`config.mk`:
```
export PLATFORM = sky130hd
export DESIGN_NAME = multi_pulse_counter
export DESIGN_NICKNAME = d
export VERILOG_FILES = /design/src/rtl/multi_pulse_counter.sv
export SDC_FILE = /design/constraint.sdc
export NUM_CORES = 1
export LEC_CHECK = 0
export CAP_MARGIN = 20
export CELL_PAD_IN_SITES_DETAIL_PLACEMENT = 1
export CELL_PAD_IN_SITES_GLOBAL_PLACEMENT = 1
export CORE_UTILIZATION = 39
export CTS_BUF_LIST = sky130_fd_sc_hd__clkbuf_2
export DETAILED_ROUTE_END_ITERATION = 10
export PLACE_DENSITY_LB_ADDON = 0.1
export SYNTH_ARGS = -nofsm -noshare
export SYNTH_HDL_FRONTEND = slang
export SYNTH_SLANG_ARGS = --single-unit
export TNS_END_PERCENT = 50
```
`constraint.sdc`:
```
create_clock -name i_clk -period 2.3 [get_ports i_clk]
set_clock_uncertainty 0.1 [all_clocks]
set_input_delay 0.46 -clock i_clk [delete_from_list [all_inputs] [get_ports i_clk]]
set_output_delay 0.46 -clock i_clk [all_outputs]
set_load 0.01 [all_outputs]
```
`src/rtl/multi_pulse_counter.sv`:
```
// Multi-channel pulse edge counter. Each channel input is synchronised and edge-decoded,
// then counted over a repeating window; every window close produces a snapshot and a valid strobe.
module multi_pulse_counter #(
    parameter int CH_NUM      = 4,
    parameter int CNT_W       = 16,
    parameter int SYNC_STAGES = 2,
    parameter int WIN_W       = 24
) (
    input  logic                    i_clk,
    input  logic                    i_rst_n,
    input  logic [CH_NUM-1:0]       i_pulse,
    input  logic                    i_en,
    input  logic [1:0]              i_edge_mode,
    input  logic                    i_sat_mode,
    input  logic [WIN_W-1:0]        i_win_len,
    output logic [CH_NUM*CNT_W-1:0] o_cnt,
    output logic [CH_NUM-1:0]       o_ovf,
    output logic                    o_valid,
    output logic                    o_busy
);

    typedef enum logic [1:0] {
        IDLE  = 2'd0,
        ARM   = 2'd1,
        COUNT = 2'd2
    } state_t;

    state_t state_q, state_d;

    logic [CH_NUM-1:0]       sync_q [SYNC_STAGES];
    logic [CH_NUM-1:0]       hist_q;
    logic [CH_NUM-1:0]       sync_last;
    logic [CH_NUM-1:0]       edge_det;

    logic [CH_NUM*CNT_W-1:0] cnt_q, cnt_d, cnt_inc;
    logic [CH_NUM-1:0]       ovf_q, ovf_d, ovf_inc;
    logic [WIN_W-1:0]        timer_q, timer_d, win_load;
    logic [CH_NUM*CNT_W-1:0] snap_cnt_q, snap_cnt_d;
    logic [CH_NUM-1:0]       snap_ovf_q, snap_ovf_d;
    logic                    valid_q, valid_d;

    // Synchroniser chain; runs regardless of FSM state so edges are never stale on entry to COUNT.
    genvar gi;
    generate
        for (gi = 0; gi < SYNC_STAGES; gi++) begin : g_sync
            always_ff @(posedge i_clk) begin
                if (!i_rst_n) begin
                    sync_q[gi] <= '0;
                end else if (gi == 0) begin
                    sync_q[gi] <= i_pulse;
                end else begin
                    sync_q[gi] <= sync_q[(gi == 0) ? 0 : gi-1];
                end
            end
        end
    endgenerate

    assign sync_last = sync_q[SYNC_STAGES-1];

    always_ff @(posedge i_clk) begin
        if (!i_rst_n) begin
            hist_q <= '0;
        end else begin
            hist_q <= sync_last;
        end
    end

    always_comb begin
        case (i_edge_mode)
            2'b00:   edge_det = sync_last & ~hist_q;
            2'b01:   edge_det = ~sync_last & hist_q;
            default: edge_det = sync_last ^ hist_q;
        endcase
    end

    // Per-channel value after this cycle's edge, with wrap or saturate at all-ones.
    generate
        for (gi = 0; gi < CH_NUM; gi++) begin : g_chan
            logic [CNT_W-1:0] cur;
            logic [CNT_W-1:0] nxt;
            logic             ovf_nxt;

            assign cur = cnt_q[gi*CNT_W +: CNT_W];

            always_comb begin
                nxt     = cur;
                ovf_nxt = ovf_q[gi];
                if (edge_det[gi]) begin
                    if (&cur) begin
                        ovf_nxt = 1'b1;
                        if (!i_sat_mode) begin
                            nxt = '0;
                        end
                    end else begin
                        nxt = cur + 1'b1;
                    end
                end
            end

            assign cnt_inc[gi*CNT_W +: CNT_W] = nxt;
            assign ovf_inc[gi]                = ovf_nxt;
        end
    endgenerate

    assign win_load = (i_win_len == '0) ? WIN_W'(1) : i_win_len;

    always_comb begin
        state_d    = state_q;
        cnt_d      = cnt_q;
        ovf_d      = ovf_q;
        timer_d    = timer_q;
        snap_cnt_d = snap_cnt_q;
        snap_ovf_d = snap_ovf_q;
        valid_d    = 1'b0;
        case (state_q)
            IDLE: begin
                cnt_d = '0;
                ovf_d = '0;
                if (i_en) begin
                    state_d = ARM;
                end
            end
            ARM: begin
                cnt_d   = '0;
                ovf_d   = '0;
                timer_d = win_load;
                state_d = i_en ? COUNT : IDLE;
            end
            COUNT: begin
                if (!i_en) begin
                    state_d = IDLE;
                    cnt_d   = '0;
                    ovf_d   = '0;
                end else if (timer_q == WIN_W'(1)) begin
                    // Window close: snapshot includes this cycle's edges, next window starts clean.
                    snap_cnt_d = cnt_inc;
                    snap_ovf_d = ovf_inc;
                    valid_d    = 1'b1;
                    cnt_d      = '0;
                    ovf_d      = '0;
                    timer_d    = win_load;
                end else begin
                    cnt_d   = cnt_inc;
                    ovf_d   = ovf_inc;
                    timer_d = timer_q - 1'b1;
                end
            end
            default: begin
                state_d = IDLE;
            end
        endcase
    end

    always_ff @(posedge i_clk) begin
        if (!i_rst_n) begin
            state_q    <= IDLE;
            cnt_q      <= '0;
            ovf_q      <= '0;
            timer_q    <= '0;
            snap_cnt_q <= '0;
            snap_ovf_q <= '0;
            valid_q    <= 1'b0;
        end else begin
            state_q    <= state_d;
            cnt_q      <= cnt_d;
            ovf_q      <= ovf_d;
            timer_q    <= timer_d;
            snap_cnt_q <= snap_cnt_d;
            snap_ovf_q <= snap_ovf_d;
            valid_q    <= valid_d;
        end
    end

    assign o_cnt   = snap_cnt_q;
    assign o_ovf   = snap_ovf_q;
    assign o_valid = valid_q;
    assign o_busy  = (state_q == COUNT);

endmodule
```
# Word-level counts from Yosys, hierarchy flattened
# Memory sizes are Yosys's and may differ from the RTL's.
# Index checks and enable logic that the tools add are counted.
[classes]
addsub = 5
eq_ne = 7
mux = 40
bitwise_logic = 7
n_reduce_logical = 14
[ops]
columns = ["operator", "count"]
rows = [
  ["$mux 16", 12],
  ["$mux 64", 2],
  ["$pmux 64 s2", 1],
  ["$mux 24", 3],
  ["$add 16x1->16 const B", 4],
  ["$reduce_and 16->1", 4],
  ["$pmux 24 s2", 1],
  ["$eq 24x1->1 const B", 1],
  ["$logic_not 24->1", 1],
  ["$sub 24x1->24 const B", 1],
  ["$mux 4", 4],
  ["$pmux 4 s2", 2],
  ["$mux 1", 11],
  ["$and 4x4->4", 2],
  ["$not 4->4", 2],
  ["$mux 2", 3],
  ["$ne 2x2->1 const B", 3],
  ["$pmux 2 s3", 1],
  ["$reduce_and 3->1", 2],
  ["$eq 2x1->1 const B", 2],
  ["$logic_not 2->1", 2],
  ["$reduce_and 2->1", 2],
  ["$reduce_bool 2->1", 2],
  ["$xor 4x4->4", 1],
  ["3 further kinds", 4],
]
[word_totals]
regBits = 167
ramBits = 8
word_cells = 82
memories = 1
[memory_table]
columns = ["name", "depth", "width", "rd", "rd_ports_with_merged_regs", "wr", "line_no", "source"]
rows = [
  ["sync_q", 2, 4, 2, 0, 2, "30", "logic [CH_NUM-1:0] sync_q [SYNC_STAGES];"],
]

# Longest topological paths before layout
# Gate-level depths: netlist of the first run.
[depth]
word_depth = 7
mapped_depth = 9
depth_no_buf = 7

# Least setup slack after synthesis of the first run
# Ideal clock, no wire load.
[synth_path]
path_type = "register -> register"
from = "reg timer_q[0]"
to = "reg snap_cnt_q[15], in the netlist o_cnt[15]"
arrival_ns = 2.335
setup_slack_ns = -0.254
path_stages_with_launch = 9
period_less_slack_ns = 2.554
cell_sequence = "dfxtp_1 ha_1 or4b_2 or4_4 nor3_2 buf_4 buf_4 o21ai_1 o221a_2"
[synth_between]
elab_chain_cells = 2
[synth_rtl]
columns = ["item", "line_no", "source"]
rows = [
  ["start, declared", "37", "logic [WIN_W-1:0] timer_q, timer_d, win_load;"],
  ["start signal, assigned", "167", "timer_q <= timer_d;"],
  ["$eq 24x1->1", "134", "end else if (timer_q == WIN_W'(1)) begin"],
  ["$reduce_and 3->1 (no line)", "--", ""],
  ["end signal, assigned", "168", "snap_cnt_q <= snap_cnt_d;"],
  ["end, declared", "38", "logic [CH_NUM*CNT_W-1:0] snap_cnt_q, snap_cnt_d;"],
]
# No other way between the ends.
# A chain may end at the register's enable or synchronous reset.

# Final worst setup path of the first run
[layout_path]
from = "reg timer_q[1]"
to = "reg snap_cnt_q[41], in the netlist o_cnt[41]"
# The elaborated chain is that of the path after synthesis.

==> impl_metrics.csv, run 1 <==
group,metric,value,unit
drt,routed_wl,37.8,mm
global_route,grt-ovfl-total,0,
yosys,synth_area_leader_cell,"dfxtp_1",
placed_design,preCtsSetupSlack,-0.422,ns
outcome,violations,"negative setup slack",
clock_tree,cts.clk_slew.worst_paths,0.27,ns
yosys,syn_area,9060,um^2
global_route,grt_max_degree,69,
drt,postRouteAntennaNets,0,
timing,setup_tns,-31.72,ns
yosys,synth_ff_type,"dfxtp_1",
power,power.share.clock,28.5,%
clock_tree,cts_inserted_buffers,17,
clock_tree,clockBufferDepth,2,
drt,topRoutingLayerUsed,"met4",
drt,drtIter0Drc,644,
worst_setup_path,arrival,3.32,ns
timing,relSlewSlack,59.1,%
worst_hold_path,whs_path_depth,4,
yosys,syn_nets,1188,
power,irDropWorstVdd,0.215,mV
power,switchingPower,1840,uW
global_route,grt_util_all_layers,30.4,%
worst_setup_path,critPathKind,"flip-flop to flip-flop",
drt,wl_met1,16.4,mm
timing,hold_viol,0,
worst_hold_path,min_path_type,"input port to flip-flop",
worst_setup_path,cp.depth,10,
drt,drc,0,
floorplanning,die-area,23900,um^2
power,combPwrFrac,17.2,%
final_layout,final.fill_count,2705,
yosys,syn_avg_cell_area,7.95,um^2
floorplanning,ios,104,
clock_tree,cts-root-buf,"clkbuf_2",
global_route,antenna_found_initial,1,
power,p_total,5760,uW
placed_design,io_buffers,103,
global_route,grt_pass1_vias,10600,
yosys,yosysTopAreaCellShare,38.6,%
outcome,status,"finished, violations left",
timing,worst_slack,-0.371,ns
yosys,async_flop_share,0,%
yosys,yosysSeqAreaShare,38.6,%
floorplanning,dieWidth,154,um
timing,fmax,374,MHz
power,pwr_density_cell,427,nW/um^2
drt,wl_met3,1.73,mm
worst_setup_path,cpMostUsedCell,"buf_6",
worst_setup_path,worst_path_largest_cell_delay,0.49,ns
timing,period_share,116,%
worst_setup_path,crit_start,"timer_q[1]$_SDFFE_PN0P_",
yosys,synth_warnings,0,
clock_tree,clk-insertion-delay-late,0.86,ns
worst_setup_path,critPathLaunchType,"flip-flop",
power,seqPwrFrac,54.3,%
yosys,synth-seq-cells,175,
yosys,synth_cells,1140,
yosys,synth.most_common_cell,"dfxtp_1",
yosys,synth_top_cells_by_count,"175 x dfxtp_1, 138 x o21ai_0, 109 x nand2_1, 78 x nand3_1, 71 x a21oi_1",
worst_setup_path,crit_path_end_kind,"flip-flop",
final_layout,drive_gt1_share,35.4,%
worst_setup_path,r2r_start,"timer_q[1]$_SDFFE_PN0P_",
worst_setup_path,crit_chain,"inv_2, ha_4, or4b_4, or4_4, nor3_4, buf_6, buf_4, buf_6, o21ai_1, a31oi_1",
drt,routedWlPerCell,22.0,um
yosys,synth_edf_count,0,
drt,vias,10600,
floorplanning,placementRows,55,
worst_setup_path,critPathMaxFanout,4,
final_layout,area_growth,49.0,%
job,maxCapViolCount,0,
clock_tree,cts_tree,"built",
drt,first_pass_iters,5,
floorplanning,fp.dieH,154,um
global_route,grt_pass1_wl,57.6,mm
yosys,synth_area_leaders,"dfxtp_1 39%, o21ai_0 7.6%, nand2_1 4.5%, nand3_1 4.3%, a21oi_1 3.9%",
timing,fin_crit,2.67,ns
power,p_leak,0.00533,uW
yosys,synth_cell_type_count,73,
worst_setup_path,crit_slowest_cell,"or4_4",
power,p_sw_share,31.9,%
clock_tree,htree_levels,4,
timing,slew_violations,0,
timing,worstMarginPinSlew,0.609,ns
clock_tree,cts_num_sinks,175,
worst_hold_path,hp-start,"i_rst_n",
drt,routed-wl-met2,18.7,mm
floorplanning,start_util,39.9,%
worst_setup_path,path_buf_inv,4,
power,p_int,3930,uW
timing,setup_viol,149,
placed_design,place_congestion,0.913,
final_layout,nets,1470,
floorplanning,coreArea,22700,um^2
placed_design,dp_hpwl,24.0,mm
drt,vias_per_cell,6.14,
worst_setup_path,critPathTopFamily,"simple AND/OR/NAND/NOR gates",
worst_setup_path,rr_worst_depth,10,
timing,rsz0062_at_grt,"yes",
worst_setup_path,critPathRequiredTime,2.95,ns
worst register-to-register path: stages (launching register included):
cell,delay (ns)
dfxtp_2,0.39
inv_2,0.07
ha_4,0.13
or4b_4,0.45
or4_4,0.49
nor3_4,0.23
buf_6,0.15
buf_4,0.11
buf_6,0.11
o21ai_1,0.08
a31oi_1,0.27
per-layer routing:
metal	global-route usage [%]	vias up
met5	0	-
met4	9.10	0
met3	4.46	79
met1	38.8	5292
met2	52.9	317
li1	-	4877
layout by cell type, fill, tap and decap left out, types with 13 or more instances in the layout:
master / count
a21oi_1: 44
a21oi_2: 24
a31oi_1: 23
and2_1: 13
buf_12: 25
buf_4: 179
buf_6: 30
clkbuf_2: 17
clkdlybuf4s50_1: 32
dfxtp_1: 102
dfxtp_2: 71
dlygate4sd2_1: 57
ha_1: 13
inv_1: 24
mux2i_1: 17
nand2_1: 109
nand3_1: 73
nand4_1: 28
nor2_1: 41
nor3_1: 33
nor4_1: 22
o21a_1: 13
o21ai_0: 68
o21ai_1: 31
o21ai_2: 41
or3_1: 19
final cells by class:
cell class                      instances  area, um^2  share of cell area (%)
Sequential cell                       175        3600                    26.7
Tap cell                              285         357                    2.64
Timing Repair Buffer                  348        3440                    25.5
Clock inverter                         14         133                   0.982
Multi-Input combinational cell        852        5780                    42.8
Inverter                               28         105                   0.778
Antenna cell                            1        2.50                  0.0185
Clock buffer                           17        85.1                   0.630
final timing paths:
kind              slack, ns                       to
setup / recovery      -0.37   o_cnt[41]$_SDFFE_PN0P_
setup reg to reg      -0.37   o_cnt[41]$_SDFFE_PN0P_
hold reg to reg        0.38  sync_q[1][3]$_SDFF_PN0_
hold / removal         0.04   o_cnt[51]$_SDFFE_PN0P_
repair_timing:
| action | in CTS | in global routing |
|---|---|---|
| pin swaps | 33 | 41 |
| buffers inserted | 27 | 12 |
| endpoints found under the setup margin | 226 | 173 |
| resized for setup | 231 | 152 |
| hold buffers | 0 | 0 |
| gates cloned | 5 | 7 |
cell families after synthesis:
| family | after synthesis | synth area share [%] |
|---|---|---|
| flip-flops | 175 | 38.6 |
| adder cells (fa/ha/maj) | 14 | 1.93 |
| AO/OA/AOI/OAI | 393 | 27.5 |
| multiplexers | 25 | 2.87 |
| buffers and inverters | 113 | 5.01 |
| AND/OR/NAND/NOR | 420 | 24.1 |
power by group through the flow:
stage | Clock, uW | Combinational (uW) | Sequential, uW
2_1_floorplan | 0 | 416 | 3180
3_3_place_gp | 0 | 824 | 3180
3_5_place_dp | 0 | 842 | 3180
4_1_cts | 1640 | 916 | 3120
5_1_grt | 1770 | 1050 | 3130
6_report | 1640 | 994 | 3130
stage by stage:
step / cells / cell area (um^2) / util (%) / hold WS (ns)
2_1_floorplan: 1140 / 9190 / - / 0.312
3_3_place_gp: 1642 / 11900 / 52.2 / 0.320
3_5_place_dp: 1642 / 11900 / 52.2 / 0.326
4_1_cts: 1703 / 12700 / 56.1 / 0.0408
5_1_grt: 1720 / 13500 / 59.5 / 0.0205
6_report: 1720 / 13500 / 59.5 / 0.0440
sequential cells by signal (all words and copies together), names as in the netlist:
name / cells
cnt_q: 64
hist_q: 4
o_cnt: 64
o_ovf: 4
o_valid: 1
ovf_q: 4
state_q: 2
sync_q: 8
timer_q: 24
No activity file was read; power rests on OpenSTA's default activity.
==> run 2, diff against run 1 <==
--- a/config.mk
+++ b/config.mk
@@ -11,6 +11,7 @@
 export CORE_UTILIZATION = 39
 export CTS_BUF_LIST = sky130_fd_sc_hd__clkbuf_2
 export DETAILED_ROUTE_END_ITERATION = 10
+export GPL_TIMING_DRIVEN = 0
 export PLACE_DENSITY_LB_ADDON = 0.1
 export SYNTH_ARGS = -nofsm -noshare
 export SYNTH_HDL_FRONTEND = slang
==> impl_metrics.csv, run 2 (synthesized netlist as in run 1, its figures left out) <==
group,metric,value,unit
placed_design,dp_hpwl,25.3,mm
final_layout,layout_common_cells,"108 x nand2_1, 106 x dfxtp_1, 85 x o21ai_0, 73 x nand3_1, 63 x dfxtp_2",
clock_tree,cts_num_sinks,175,
global_route,grt_pass1_vias,9908,
placed_design,io_buffers,103,
placed_design,preCtsSetupSlack,-1.30,ns
worst_setup_path,rr_worst_depth,9,
worst_setup_path,critPathLaunchType,"flip-flop",
worst_setup_path,r2r_start,"timer_q[0]$_SDFFE_PN0P_",
drt,vias,10600,
worst_setup_path,critPathKind,"flip-flop to flip-flop",
timing,hold_viol,0,
clock_tree,cts-root-buf,"clkbuf_2",
final_layout,drive_gt1_share,27.7,%
clock_tree,cts_inserted_buffers,17,
floorplanning,placementRows,55,
worst_setup_path,critPathMaxFanout,5,
power,pwr_density_cell,462,nW/um^2
global_route,antenna_found_initial,1,
global_route,grt_max_degree,17,
final_layout,area_growth,42.7,%
worst_setup_path,rrSetupSlack,-0.52,ns
floorplanning,start_util,39.9,%
final_layout,final_cells,1634,
clock_tree,clockBufferDepth,2,
timing,worst_slack,-0.519,ns
global_route,grt_pass1_wl,57.4,mm
power,irDropWorstVdd,0.293,mV
final_layout,final_common_cell,"nand2_1",
global_route,grt-ovfl-total,0,
final_layout,nets,1384,
floorplanning,ios,104,
outcome,status,"finished, violations left",
drt,routedWlPerCell,25.2,um
drt,first_pass_iters,5,
worst_hold_path,whs_path_depth,2,
timing,fmax,355,MHz
clock_tree,clk-insertion-delay-late,0.83,ns
timing,period_share,123,%
timing,worstMarginPinSlew,1.15,ns
drt,vias_per_cell,6.52,
drt,routed_wl,41.2,mm
clock_tree,cts.clk_slew.worst_paths,0.30,ns
timing,setup_viol,167,
placed_design,place_inst,1530,
clock_tree,cts_tree,"built",
job,maxCapViolCount,0,
power,p_leak,0.00518,uW
worst_setup_path,crit_path_end_kind,"flip-flop",
placed_design,place_congestion,0.930,
worst_hold_path,min_path_type,"input port to flip-flop",
drt,drtIter0Drc,1007,
worst_setup_path,r2r_end,"cnt_q[22]$_SDFFE_PN0P_",
worst_setup_path,critPathRequiredTime,2.91,ns
floorplanning,die-area,23900,um^2
outcome,violations,"negative setup slack",
floorplanning,coreArea,22700,um^2
global_route,grt_util_all_layers,31.6,%
timing,rsz0062_at_grt,"yes",
drt,drc,0,
floorplanning,fp.dieH,154,um
clock_tree,htree_levels,4,
worst_hold_path,min_to,"sync_q[0][0]$_SDFF_PN0_",
worst_hold_path,hp-start,"i_pulse[0]",
worst_setup_path,arrival,3.43,ns
final_layout,final.fill_count,2651,
timing,fin_crit,2.82,ns
timing,relSlewSlack,23.1,%
drt,postRouteAntennaNets,0,
timing,slew_violations,0,
floorplanning,dieWidth,154,um
[run 2: cell count changes in the layout (fill, tap and decap cells not counted), sizes merged]
| cell | previous run | this run |
|---|---|---|
| clkdlybuf4s50 | 32 | 48 |
| clkinvlp | 5 | 4 |
| buf | 240 | 101 |
| clkinv | 6 | 4 |
| bufinv | 1 | 4 |
| dlymetal6s2s | 12 | 48 |
| dlygate4sd2 | 57 | 6 |
| clkdlybuf4s15 | 0 | 1 |
| clkbuf | 24 | 76 |
| inv | 30 | 29 |
[run 2: how the worst max path moves through the flow]
stage / start / to / slack (ns) / cells past startpoint
global placement: i_edge_mode[1] / cnt_q[55]$_SDFFE_PN0P_ / -1.34 / 7
global route: timer_q[1]$_SDFFE_PN0P_ / cnt_q[22]$_SDFFE_PN0P_ / -0.54 / 10
detailed placement: i_edge_mode[1] / cnt_q[55]$_SDFFE_PN0P_ / -1.30 / 7
finish: timer_q[0]$_SDFFE_PN0P_ / cnt_q[22]$_SDFFE_PN0P_ / -0.52 / 9
CTS: timer_q[1]$_SDFFE_PN0P_ / o_cnt[15]$_SDFFE_PN0P_ / -0.49 / 9
floorplan: timer_q[7]$_SDFFE_PN0P_ / cnt_q[22]$_SDFFE_PN0P_ / -0.18 / 7
[run 2: metal layers]
metal | vias to the layer above | global-route usage, % | wire [um]
met2 | 497 | 52.2 | 19400
met4 | 0 | 11.5 | 1620
met3 | 132 | 6.02 | 2730
met5 | - | 0 | 0
met1 | 5309 | 40.9 | 17400
li1 | 4708 | - | -
[run 2: timing repair]
action	CTS	global route
pin swaps	13	35
setup buffers	42	23
gates cloned	5	7
gates resized for setup	171	302
hold buffers	0	0
setup endpoints to repair	202	224
[run 2: worst max-delay path: stages (launching register included)]
cell      delay [ns]
dfxtp_4         0.45
ha_4            0.13
or4b_4          0.45
or4_4           0.57
buf_6           0.16
o211ai_4        0.23
buf_12          0.18
buf_12          0.14
o21ai_1         0.10
o21a_1          0.17
[run 2: area by class of cell]
cell class                 count  area [um^2]  area share (%)
antenna                        1         2.50          0.0193
clock inverter                13          184            1.42
timing repair buffer         182         2110            16.3
clock buffer                  18         90.1           0.696
tap                          285          357            2.76
sequential                   175         3600            27.9
inverter                      28          108           0.832
buffer                        80          637            4.92
multi-input combinational    852         5850            45.2
[run 2: power by group]
group          switching (uW)  total (uW)  internal, uW
clock network            1210        1920           714
logic                     584         913           329
registers                54.3        3140          3080
[run 2: through the flow]
step | instance area [um^2] | hold WS, ns | TNS (ns) | power [uW] | utilization [%]
6_report | 12900 | 0.0812 | -58.58 | 5970 | 57.0
5_1_grt | 12900 | 0.0428 | -65.36 | 6140 | 57.0
4_1_cts | 11800 | 0.0759 | -56.64 | 5810 | 52.0
3_5_place_dp | 10600 | 0.323 | -142.12 | 3860 | 46.6
3_3_place_gp | 10600 | 0.314 | -139.51 | 3850 | 46.6
2_1_floorplan | 9190 | 0.312 | -9.21 | 3590 | -
